===== config.mk =====
export PLATFORM = sky130hd
export DESIGN_NAME = tt_sweep_capture_flat
export DESIGN_NICKNAME = d
export VERILOG_FILES = /design/src/rtl/tt_sweep_capture_pkg.sv /design/src/rtl/tt_sweep_capture_if.sv /design/src/rtl/tt_sweep_capture_delay_line.sv /design/src/rtl/tt_sweep_capture.sv /design/src/flat_wrapper.sv
export SDC_FILE = /design/constraint.sdc
export NUM_CORES = 1
export LEC_CHECK = 0
export CORE_AREA = 2 2 127 129
export DETAILED_ROUTE_END_ITERATION = 10
export DIE_AREA = 0 0 129 131
export PLACE_DENSITY = 0.69
export SYNTH_ARGS = -nofsm -noshare
export SYNTH_HDL_FRONTEND = slang
export SYNTH_HIERARCHICAL = 1
export SYNTH_SLANG_ARGS = --single-unit

===== constraint.sdc =====
create_clock -name clk -period 2 [get_ports clk]
set_clock_uncertainty 0.05 [all_clocks]
set_input_delay 0.4 -clock clk [delete_from_list [all_inputs] [get_ports clk]]
set_output_delay 0.4 -clock clk [all_outputs]
set_load 0.005 [all_outputs]

===== src/rtl/tt_sweep_capture_pkg.sv =====
// Shared types and sizes for the 7-input truth-table sweep/capture block.
// The popcount width is sized so a table of all ones (128) still fits.
package tt_sweep_pkg;
    localparam int N_IN   = 7;
    localparam int TT_W   = 2 ** N_IN;
    localparam int ONES_W = $clog2(TT_W + 1);

    localparam logic [N_IN-1:0] IDX_LAST = '1;

    typedef enum logic [1:0] {
        IDLE,
        SWEEP,
        DRAIN,
        HOLD
    } sweep_state_e;

    typedef struct packed {
        logic            valid;
        logic [N_IN-1:0] idx;
    } issue_t;
endpackage


===== src/rtl/tt_sweep_capture_if.sv =====
// Handshake and function-block bus of the sweep/capture block.
// The master side is the capture block; the slave side is the function block plus the classifier.
interface tt_sweep_capture_if;
    import tt_sweep_pkg::*;

    logic              start;
    logic              busy;
    logic [N_IN-1:0]   x;
    logic              f_in;
    logic [TT_W-1:0]   tt;
    logic [ONES_W-1:0] ones;
    logic              tt_valid;
    logic              tt_ready;

    modport master (
        input  start, f_in, tt_ready,
        output busy, x, tt, ones, tt_valid
    );

    modport slave (
        output start, f_in, tt_ready,
        input  busy, x, tt, ones, tt_valid
    );
endinterface


===== src/rtl/tt_sweep_capture_delay_line.sv =====
// LAT-deep register pipe that carries {valid, index}, so each capture lines up with its f_in.
// With LAT=0 the pipe is a plain wire.
module tt_delay_line
    import tt_sweep_pkg::*;
#(
    parameter int LAT = 0
) (
    input  logic   clk,
    input  logic   rst,
    input  issue_t in_i,
    output issue_t out_o
);
    if (LAT == 0) begin : g_bypass
        logic unused_lat0;
        assign unused_lat0 = clk ^ rst;
        assign out_o       = in_i;
    end else begin : g_pipe
        issue_t stage_q [LAT];
        issue_t stage_d [LAT];

        always_comb begin
            stage_d[0] = in_i;
            for (int i = 1; i < LAT; i++) stage_d[i] = stage_q[i-1];
        end

        always_ff @(posedge clk) begin
            if (rst) begin
                for (int i = 0; i < LAT; i++) stage_q[i] <= '0;
            end else begin
                for (int i = 0; i < LAT; i++) stage_q[i] <= stage_d[i];
            end
        end

        assign out_o = stage_q[LAT-1];
    end
endmodule


===== src/rtl/tt_sweep_capture.sv =====
// Drives all 128 minterms into a function block and assembles its responses into a truth table.
// The finished table and its ones-count are offered downstream over a valid/ready handshake.
//
// state | meaning
// IDLE  | waiting for start; the last table and its count are still presented
// SWEEP | issuing x = 0..127, one per cycle
// DRAIN | waiting LAT cycles for the last responses to arrive
// HOLD  | table complete, tt_valid high until tt_ready
module tt_sweep_capture
    import tt_sweep_pkg::*;
#(
    parameter int LAT = 0
) (
    input logic               clk,
    input logic               rst,
    tt_sweep_capture_if.master bus
);
    sweep_state_e      state_q, state_d;
    logic [N_IN-1:0]   cnt_q, cnt_d;
    logic [TT_W-1:0]   tt_q, tt_d;
    logic [ONES_W-1:0] ones_q, ones_d;
    issue_t            issue, capture;
    logic              last_capture;

    assign issue        = {state_q == SWEEP, cnt_q};
    assign last_capture = capture.valid && (capture.idx == IDX_LAST);

    tt_delay_line #(.LAT(LAT)) u_delay (
        .clk   (clk),
        .rst   (rst),
        .in_i  (issue),
        .out_o (capture)
    );

    always_ff @(posedge clk) begin
        if (rst) state_q <= IDLE;
        else     state_q <= state_d;
    end

    always_comb begin
        state_d = state_q;
        unique case (state_q)
            IDLE:    if (bus.start) state_d = SWEEP;
            SWEEP:   if (cnt_q == IDX_LAST) state_d = (LAT == 0) ? HOLD : DRAIN;
            DRAIN:   if (last_capture) state_d = HOLD;
            HOLD:    if (bus.tt_ready) state_d = IDLE;
            default: state_d = IDLE;
        endcase
    end

    always_comb begin
        bus.busy     = (state_q != IDLE);
        bus.tt_valid = (state_q == HOLD);
        bus.x        = cnt_q;
        bus.tt       = tt_q;
        bus.ones     = ones_q;
    end

    // The counter's natural 127->0 wrap coincides with leaving SWEEP, so x is 0 everywhere else.
    always_comb begin
        cnt_d  = (state_q == SWEEP) ? cnt_q + 1'b1 : '0;
        tt_d   = tt_q;
        ones_d = ones_q;
        if (state_q == IDLE && bus.start) begin
            tt_d   = '0;
            ones_d = '0;
        end else if (capture.valid) begin
            tt_d[capture.idx] = bus.f_in;
            ones_d            = ones_q + ONES_W'(bus.f_in);
        end
    end

    always_ff @(posedge clk) begin
        if (rst) begin
            cnt_q  <= '0;
            tt_q   <= '0;
            ones_q <= '0;
        end else begin
            cnt_q  <= cnt_d;
            tt_q   <= tt_d;
            ones_q <= ones_d;
        end
    end
endmodule


===== src/flat_wrapper.sv =====
// flat-port wrapper written by rule: the top's interface ports become plain ports
module tt_sweep_capture_flat import tt_sweep_pkg::*;
#(
    parameter int LAT = 0
)
  (clk, rst, bus_start, bus_f_in, bus_tt_ready, bus_busy, bus_x, bus_tt, bus_ones, bus_tt_valid);
  tt_sweep_capture_if bus_i ();
  input logic clk;
  input logic rst;
  input wire logic [$bits(bus_i.start)-1:0] bus_start;
  input wire logic [$bits(bus_i.f_in)-1:0] bus_f_in;
  input wire logic [$bits(bus_i.tt_ready)-1:0] bus_tt_ready;
  output wire logic [$bits(bus_i.busy)-1:0] bus_busy;
  output wire logic [$bits(bus_i.x)-1:0] bus_x;
  output wire logic [$bits(bus_i.tt)-1:0] bus_tt;
  output wire logic [$bits(bus_i.ones)-1:0] bus_ones;
  output wire logic [$bits(bus_i.tt_valid)-1:0] bus_tt_valid;
  assign bus_i.start = bus_start;
  assign bus_i.f_in = bus_f_in;
  assign bus_i.tt_ready = bus_tt_ready;
  assign bus_busy = bus_i.busy;
  assign bus_x = bus_i.x;
  assign bus_tt = bus_i.tt;
  assign bus_ones = bus_i.ones;
  assign bus_tt_valid = bus_i.tt_valid;
  tt_sweep_capture #(.LAT(LAT)) u_core (.clk(clk), .rst(rst), .bus(bus_i));
endmodule

==> results by group, run 1 <==
Logic synthesis
  • Ys flop type: dfxtp_1
  • Top cell type's share of synthesized area: 0.474
  • Post-synth EDFFs: 0
  • Leading cell type by number of instances after synthesis: dfxtp_1
  • Syn Area/Cell: 8.35 um^2
  • Ys Warns: 6
  • Post-synth cell types: 40
  • Commonest cells post-synth: dfxtp_1, nand3_1, a21oi_1, o21ai_0, clkbuf_1
  • Mapped cell area: 6120 um^2
  • Syn_nets: 745
  • Sequential fraction of the synthesis area: 0.474
  • Biggest area consumer among synthesized cells: dfxtp_1
  • Largest cells by area after synthesis: dfxtp_1, nand3_1, a21oi_1
  • Seq cells post-synth: 145
  • Ys async rst share: 0
  • Post-Synthesis Cells: 733

Pwr
  • Clock power frac: 0.449
  • Part of the power in combinational logic: 0.153
  • VDD IR max: 697 uV
  • Sw frac: 0.270
  • PwrDens: 870 nW/um^2
  • Sequential power share: 0.398
  • Pint: 5.47 mW
  • Psw: 2.02 mW
  • Leakage: 2.76 nW

Finish
  • Layout cell share with drive strength beyond 1: 0.128
  • Final Net Count: 891
  • Area Overhead vs Synth: 40.7%
  • Ant diodes: 0
  • Non-filler cells, final: 1108

STA
  • Fin. Hold Viols: 0
  • RSZ-0062 raised after global routing: false
  • Crit share post-route: 0.973
  • Setup TNS: 0 ps
  • Slew Viols, Final: 0
  • Final min period: 1950 ps
  • Final Setup Violations: 0
  • Worst hold margin: 327 ps
  • Max Clk Rate: 514 MHz
  • Rel. slew slack: 0.559
  • Worst slew pin tran: 657 ps

Worst setup path
  • Crit Reg-Reg Startpoint: u_core/state_q[1]$_SDFFE_PP0P_
  • Setup CP Type: flip-flop to output port
  • CP cell instances: clkdlybuf4s50_1
  • CP max FO: 12
  • FF-to-FF End: u_core/bus.tt[73]$_SDFFE_PP0P_
  • Critical path buffers and inverters: 1
  • Slowest stage delay, CP: 560 ps
  • Top cell family by delay on the critical path: buffers and inverters
  • Nature of the critical path startpoint: flip-flop
  • Required time of the critical path: 1550 ps
  • R2R Setup Slk: 90 ps
  • Crit. End Element: output port
  • Reg2Reg Depth: 8
  • Worst path arrival time: 1500 ps
  • Max stage delay cell, worst path: clkdlybuf4s50_1

Run
  • Maxcap violations: 0

Routing
  • Post-DRT Antenna Nets: 0
  • Number of DRC markers in iteration 0: 770
  • Drt drc: 0
  • Via density: 5.69
  • Via count: 6307
  • Post-Route WL: 21.1 mm
  • DRT Pass-1 Iters: 5
  • Routed len/inst: 19.1 um

Global route
  • Overflow after GRT: 0
  • Total GRT Usage: 0.250
  • Initial antenna violation count: 0
  • Vias in the first global route: 5773
  • First-pass GRT wire length: 32.2 mm
  • Largest net degree at the start of global routing: 129

Floorplan
  • Starting Density: 0.393
  • Die width: 129 um
  • Die area: 16900 um^2
  • Area of the core: 15600 um^2
  • Ports: 150
  • Die Y: 131 um
  • Row count: 46

Clock network
  • CTS tree: done
  • Clock Sinks: 145
  • Root buf cell: clkbuf_16
  • Clock insertion delay at the later pin of the skew report: 430 ps
  • Worst-path clk slew: 60 ps
  • Num CTS Buffers: 17
  • # hold bufs at CTS: 0
  • CTS H-tree lvls: 4
  • CTS Buffer Depth: 2

Placed design
  • DP HPWL: 13.7 mm
  • IO Port Bufs: 149
  • Dpl cells: 1076
  • Gpl congestion: 0.862

Worst hold path
  • Worst Min Path Start: bus_f_in
  • Hold Path Cell Cnt: 4
  • Worst hold path type: primary input to flip-flop
  • Hold Path Sink: u_core/bus.ones[0]$_SDFFE_PP0P_

Run status
  • Status: completed
==> routing by layer <==
layer / up-vias / routed length (um) / GRT usage
li1: 2911 / - / -
met2: 307 / 9610 / 0.367
met5: - / 0 / 0
met1: 3040 / 9120 / 0.350
met3: 49 / 1760 / 0.0562
met4: 0 / 618 / 0.114
==> state kept, by name (all words and copies together) (netlist names) <==
signal,cells
u_core/bus.x,7
u_core/bus.tt,128
u_core/bus.ones,8
u_core/state_q,2
==> tightest hold or removal path, stage by stage <==
cell and delay, ps:
buf_4 100, ha_1 130, mux2i_1 60, nor2_1 80
==> worst max path at each step <==
stage	startpoint	endpoint	slack [ps]	cells past startpoint
2_1_floorplan	u_core/state_q[1]$_SDFFE_PP0P_	u_core/bus.tt[16]$_SDFFE_PP0P_	350	9
3_3_place_gp	bus_tt_ready	u_core/state_q[0]$_SDFFE_PP0P_	180	5
3_5_place_dp	u_core/bus.x[3]$_SDFF_PP0_	u_core/bus.tt[80]$_SDFFE_PP0P_	140	5
4_1_cts	u_core/state_q[0]$_SDFFE_PP0P_	bus_tt_valid	6	2
5_1_grt	u_core/bus.x[2]$_SDFF_PP0_	bus_x[2]	10	1
6_report	u_core/bus.x[2]$_SDFF_PP0_	bus_x[2]	50	1
==> power groups by stage <==
stage / Sequential [mW] / Clock (mW) / Combinational [mW]
finish: 2.98 / 3.37 / 1.15
global route: 2.99 / 3.52 / 1.22
CTS: 2.98 / 3.39 / 1.11
detailed placement: 3.03 / 0 / 1.11
global placement: 3.03 / 0 / 1.11
floorplan: 3.02 / 0 / 0.719
==> metrics by stage <==
step / instance area [um^2] / power (mW) / util / worst slack [ps]
after detailed placement: 7940 / 4.14 / 0.509 / 140
after floorplan: 6120 / 3.73 / - / 353
after CTS: 8590 / 7.48 / 0.551 / 5.83
after global placement: 7940 / 4.14 / 0.509 / 185
after global routing: 8610 / 7.73 / 0.552 / 9.76
final: 8610 / 7.50 / 0.552 / 53.0
==> cells in the final DEF (no fill, tap or decap), types with 5 or more instances in the layout <==
cell type,netlist,final
clkdlybuf4s50_1,0,147
nand3_1,139,139
dfxtp_1,145,136
o21ai_0,130,130
a21oi_1,130,130
buf_4,23,38
nor2_1,21,21
nand2_1,20,20
clkbuf_16,0,17
nand4_1,8,8
xor2_1,8,8
nand2b_1,7,7
buf_12,0,7
clkbuf_8,0,6
inv_1,6,6
nor2_4,6,6
dfxtp_2,0,6
nor3_2,5,5
ha_1,7,5
==> logic make-up (layout without fill, tap and decap cells) <==
logic type               after synthesis  in the layout  synth area share
multiplexers                           2              2           0.00327
flip-flops                           145            145             0.474
buffers and inverters                 73            232            0.0646
XOR/XNOR                               9              9            0.0129
AND/OR/NAND/NOR                      231            231             0.210
adder cells (fa/ha/maj)                7              7            0.0143
AO/OA/AOI/OAI                        266            266             0.220
==> layout make-up <==
type / count / area [um^2]
clock buffers: 24 / 512
well taps: 216 / 270
fillers: 1436 / 6980
repair buffers: 194 / 1920
clock inverters: 8 / 124
multi-input cells: 515 / 2850
flip-flops and latches: 145 / 2920
inverters: 6 / 22.5
==> timing repair <==
action                                  in CTS  in global routing
pin swaps                                    0                  0
resized for setup                           10                  7
setup buffers                                0                  0
hold endpoints to repair                     0                  0
endpoints found under the setup margin       8                 10
No activity file was read; power rests on OpenSTA's default activity.
==> run 2, diff against run 1 <==
--- a/config.mk
+++ b/config.mk
@@ -10,3 +10,3 @@
 export DIE_AREA = 0 0 129 131
-export PLACE_DENSITY = 0.69
+export PLACE_DENSITY = 0.65
 export SYNTH_ARGS = -nofsm -noshare
--- a/constraint.sdc
+++ b/constraint.sdc
@@ -4,2 +4,2 @@
 set_output_delay 0.4 -clock clk [all_outputs]
-set_load 0.005 [all_outputs]
+set_load 0.1 [all_outputs]
==> run 2 against run 1 <==
  * Sequential share of layout area rose by 0.74 points
  * Cell count up 0.45%
  * Wire length down 2.3%
==> results by group, run 2 (synthesized netlist as in run 1, its figures left out) <==
Pwr
  • Leakage: 3.09 nW (was 2.76 nW)
  • VDD IR max: 910 uV (was 697 uV)
  • PwrDens: 894 nW/um^2 (was 870 nW/um^2)

Run
  • Maxcap violations: 0 (unchanged)

Worst hold path
  • Hold Path Cell Cnt: 4 (unchanged)
  • Worst hold path type: primary input to flip-flop (unchanged)
  • Hold Path Sink: u_core/bus.ones[0]$_SDFFE_PP0P_ (unchanged)
  • Worst Min Path Start: bus_f_in (unchanged)

STA
  • Worst slew pin tran: 586 ps (was 657 ps)
  • Slew Viols, Final: 0 (unchanged)
  • Crit share post-route: 0.965 (was 0.973)
  • Setup TNS: 0 ps (unchanged)
  • Max Clk Rate: 518 MHz (was 514 MHz)
  • Fin. Hold Viols: 0 (unchanged)
  • Final min period: 1930 ps (was 1950 ps)
  • RSZ-0062 raised after global routing: false (unchanged)
  • Final Setup Violations: 0 (unchanged)
  • Rel. slew slack: 0.608 (was 0.559)

Clock network
  • # hold bufs at CTS: 0 (unchanged)
  • Clock Sinks: 145 (unchanged)
  • CTS tree: done (unchanged)
  • CTS H-tree lvls: 4 (unchanged)
  • Num CTS Buffers: 17 (unchanged)
  • Root buf cell: clkbuf_16 (unchanged)
  • Worst-path clk slew: 60 ps (about the same)
  • Setup Fix Bufs, Post-CTS: 0 (unchanged)
  • CTS Buffer Depth: 2 (unchanged)
  • Clock insertion delay at the later pin of the skew report: 430 ps (about the same)

Worst setup path
  • Worst path arrival time: 1480 ps (was 1500 ps)
  • Slowest stage delay, CP: 490 ps (was 560 ps)
  • CP cell instances: buf_4 > buf_4 > buf_12 (was clkdlybuf4s50_1)
  • Critical path buffers and inverters: 3 (was 1)
  • R2R Setup Slk: 210 ps (was 90 ps)
  • Top cell family by delay on the critical path: buffers and inverters (unchanged)
  • Cell mode on critical path: buf_4
  • Crit. End Element: output port (unchanged)
  • Setup CP Type: flip-flop to output port (unchanged)
  • Nature of the critical path startpoint: flip-flop (unchanged)
  • CP max FO: 7 (was 12)
  • Crit Reg-Reg Startpoint: u_core/state_q[1]$_SDFFE_PP0P_ (unchanged)
  • FF-to-FF End: u_core/bus.tt[18]$_SDFFE_PP0P_ (was u_core/bus.tt[73]$_SDFFE_PP0P_)
  • Required time of the critical path: 1550 ps (about the same)
  • Max stage delay cell, worst path: dfxtp_1 (was clkdlybuf4s50_1)
  • Reg2Reg Depth: 7 (was 8)

Global route
  • Vias in the first global route: 5620 (was 5773)
  • Overflow after GRT: 0 (unchanged)
  • Total GRT Usage: 0.245 (was 0.250)
  • First-pass GRT wire length: 31.5 mm (was 32.2 mm)
  • Initial antenna violation count: 0 (unchanged)
  • Largest net degree at the start of global routing: 129 (unchanged)

Routing
  • Post-Route WL: 20.6 mm (was 21.1 mm)
  • Via count: 6155 (was 6307)
  • DRT Pass-1 Iters: 5 (unchanged)
  • Post-DRT Antenna Nets: 0 (unchanged)
  • Via density: 5.53 (was 5.69)
  • Drt drc: 0 (unchanged)
  • Routed len/inst: 18.5 um (was 19.1 um)
  • Number of DRC markers in iteration 0: 640 (was 770)

Run status
  • Status: completed (unchanged)

Finish
  • Layout cell share with drive strength beyond 1: 0.280 (was 0.128)
  • Area Overhead vs Synth: 37.0% (was 40.7%)
  • Commonest non-fill, non-tap cells in the layout: buf_4, dfxtp_1, nand3_1, o21ai_0, a21oi_1 (was clkdlybuf4s50_1, nand3_1, dfxtp_1, o21ai_0, a21oi_1)
  • Post-layout instance area: 8390 um^2 (was 8610 um^2)
  • Ant diodes: 0 (unchanged)
  • Fin util: 0.538 (was 0.552)
  • Final Net Count: 896 (was 891)
  • FILL cells: 1481 (was 1436)
  • Non-filler cells, final: 1113 (was 1108)
  • Most common cell after layout, fill and taps aside: buf_4 (was clkdlybuf4s50_1)
  • Max reg flops: 128 (unchanged)

Placed design
  • Gpl congestion: 0.816 (was 0.862)
  • IO Port Bufs: 149 (unchanged)
  • DP HPWL: 13.6 mm (was 13.7 mm)
  • Dpl cells: 1081 (was 1076)
  • Dpl cell area: 7820 um^2 (was 7940 um^2)

Floorplan
  • Starting Density: 0.393 (unchanged)
  • Ports: 150 (unchanged)
  • Die area: 16900 um^2 (unchanged)
  • Die width: 129 um (unchanged)
  • Row count: 46 (unchanged)
  • Die Y: 131 um (unchanged)
  • Area of the core: 15600 um^2 (unchanged)
## run 2: cell types whose count changed in the layout (fill, tap and decap cells not counted), sizes merged
| cell | previous run | this run |
|---|---|---|
| buf | 46 | 196 |
| bufinv | 3 | 2 |
| clkbuf | 24 | 27 |
| clkdlybuf4s50 | 147 | 3 |
| clkinv | 3 | 2 |
| clkinvlp | 2 | 1 |
| dlygate4sd2 | 1 | 0 |
## run 2: how the worst max path moves through the flow
| stage | from | endpoint | slack [ps] | cells past startpoint |
|---|---|---|---|---|
| 6_report | u_core/bus.x[0]$_SDFF_PP0_ | bus_x[0] | 70 | 3 |
| 5_1_grt | u_core/bus.x[0]$_SDFF_PP0_ | bus_x[0] | 9 | 3 |
| 4_1_cts | u_core/bus.x[5]$_SDFF_PP0_ | bus_x[5] | 1 | 2 |
| 3_5_place_dp | bus_tt_ready | u_core/state_q[0]$_SDFFE_PP0P_ | 180 | 5 |
| 3_3_place_gp | bus_tt_ready | u_core/state_q[0]$_SDFFE_PP0P_ | 180 | 5 |
| 2_1_floorplan | u_core/bus.ones[2]$_SDFFE_PP0P_ | u_core/bus.ones[7]$_SDFFE_PP0P_ | 60 | 3 |
## run 2: metrics by stage
stage | setup WS, ps | total power [mW] | hold slack, ps
after floorplan | 64.8 | 3.99 | 403
after global placement | 180 | 4.48 | 414
after detailed placement | 176 | 4.48 | 419
after CTS | 1.22 | 7.52 | 332
after global routing | 9.01 | 7.77 | 364
final | 69.7 | 7.49 | 364
## run 2: power breakdown
group | leakage [nW] | switching [mW] | internal, mW
Combinational | 1.65 | 1.00 | 0.465
Sequential | 1.17 | 0.0449 | 2.93
Clock | 0.270 | 1.16 | 1.90
## run 2: what timing repair did
item	CTS	global route
resized for setup	0	3
endpoints found under the hold margin	0	0
setup endpoints to repair	0	6
## run 2: area by class of cell
cell class / instances / area [um^2] / share of cell area
inverters: 6 / 22.5 / 0.00269
well taps: 216 / 270 / 0.0322
clock inverters: 5 / 77.6 / 0.00925
clock buffers: 27 / 483 / 0.0576
repair buffers: 199 / 1790 / 0.213
flip-flops and latches: 145 / 2910 / 0.347
multi-input cells: 515 / 2840 / 0.338
## run 2: per-layer routing
layer,global-route usage,vias to the layer above,share of wire
li1,-,2923,-
met1,0.335,2961,0.44
met2,0.383,247,0.47
met3,0.0566,24,0.070
met4,0.0850,0,0.015
met5,0,-,0
## run 2: worst reg2reg max path: cells and delay by family (launching register included)
family | cells | cell delay (ps)
buffers and inverters | 2 | 310
adder cells (fa/ha/maj) | 1 | 260
AO/OA/AOI/OAI | 2 | 320
flip-flops | 1 | 320
AND/OR/NAND/NOR | 2 | 410
==> run 3, diff against run 2 <==
CAP_MARGIN = 20   (was not set)
==> results of run 3 <==
Same layout as run 2: the final DEF is identical, and so are final timing and power.
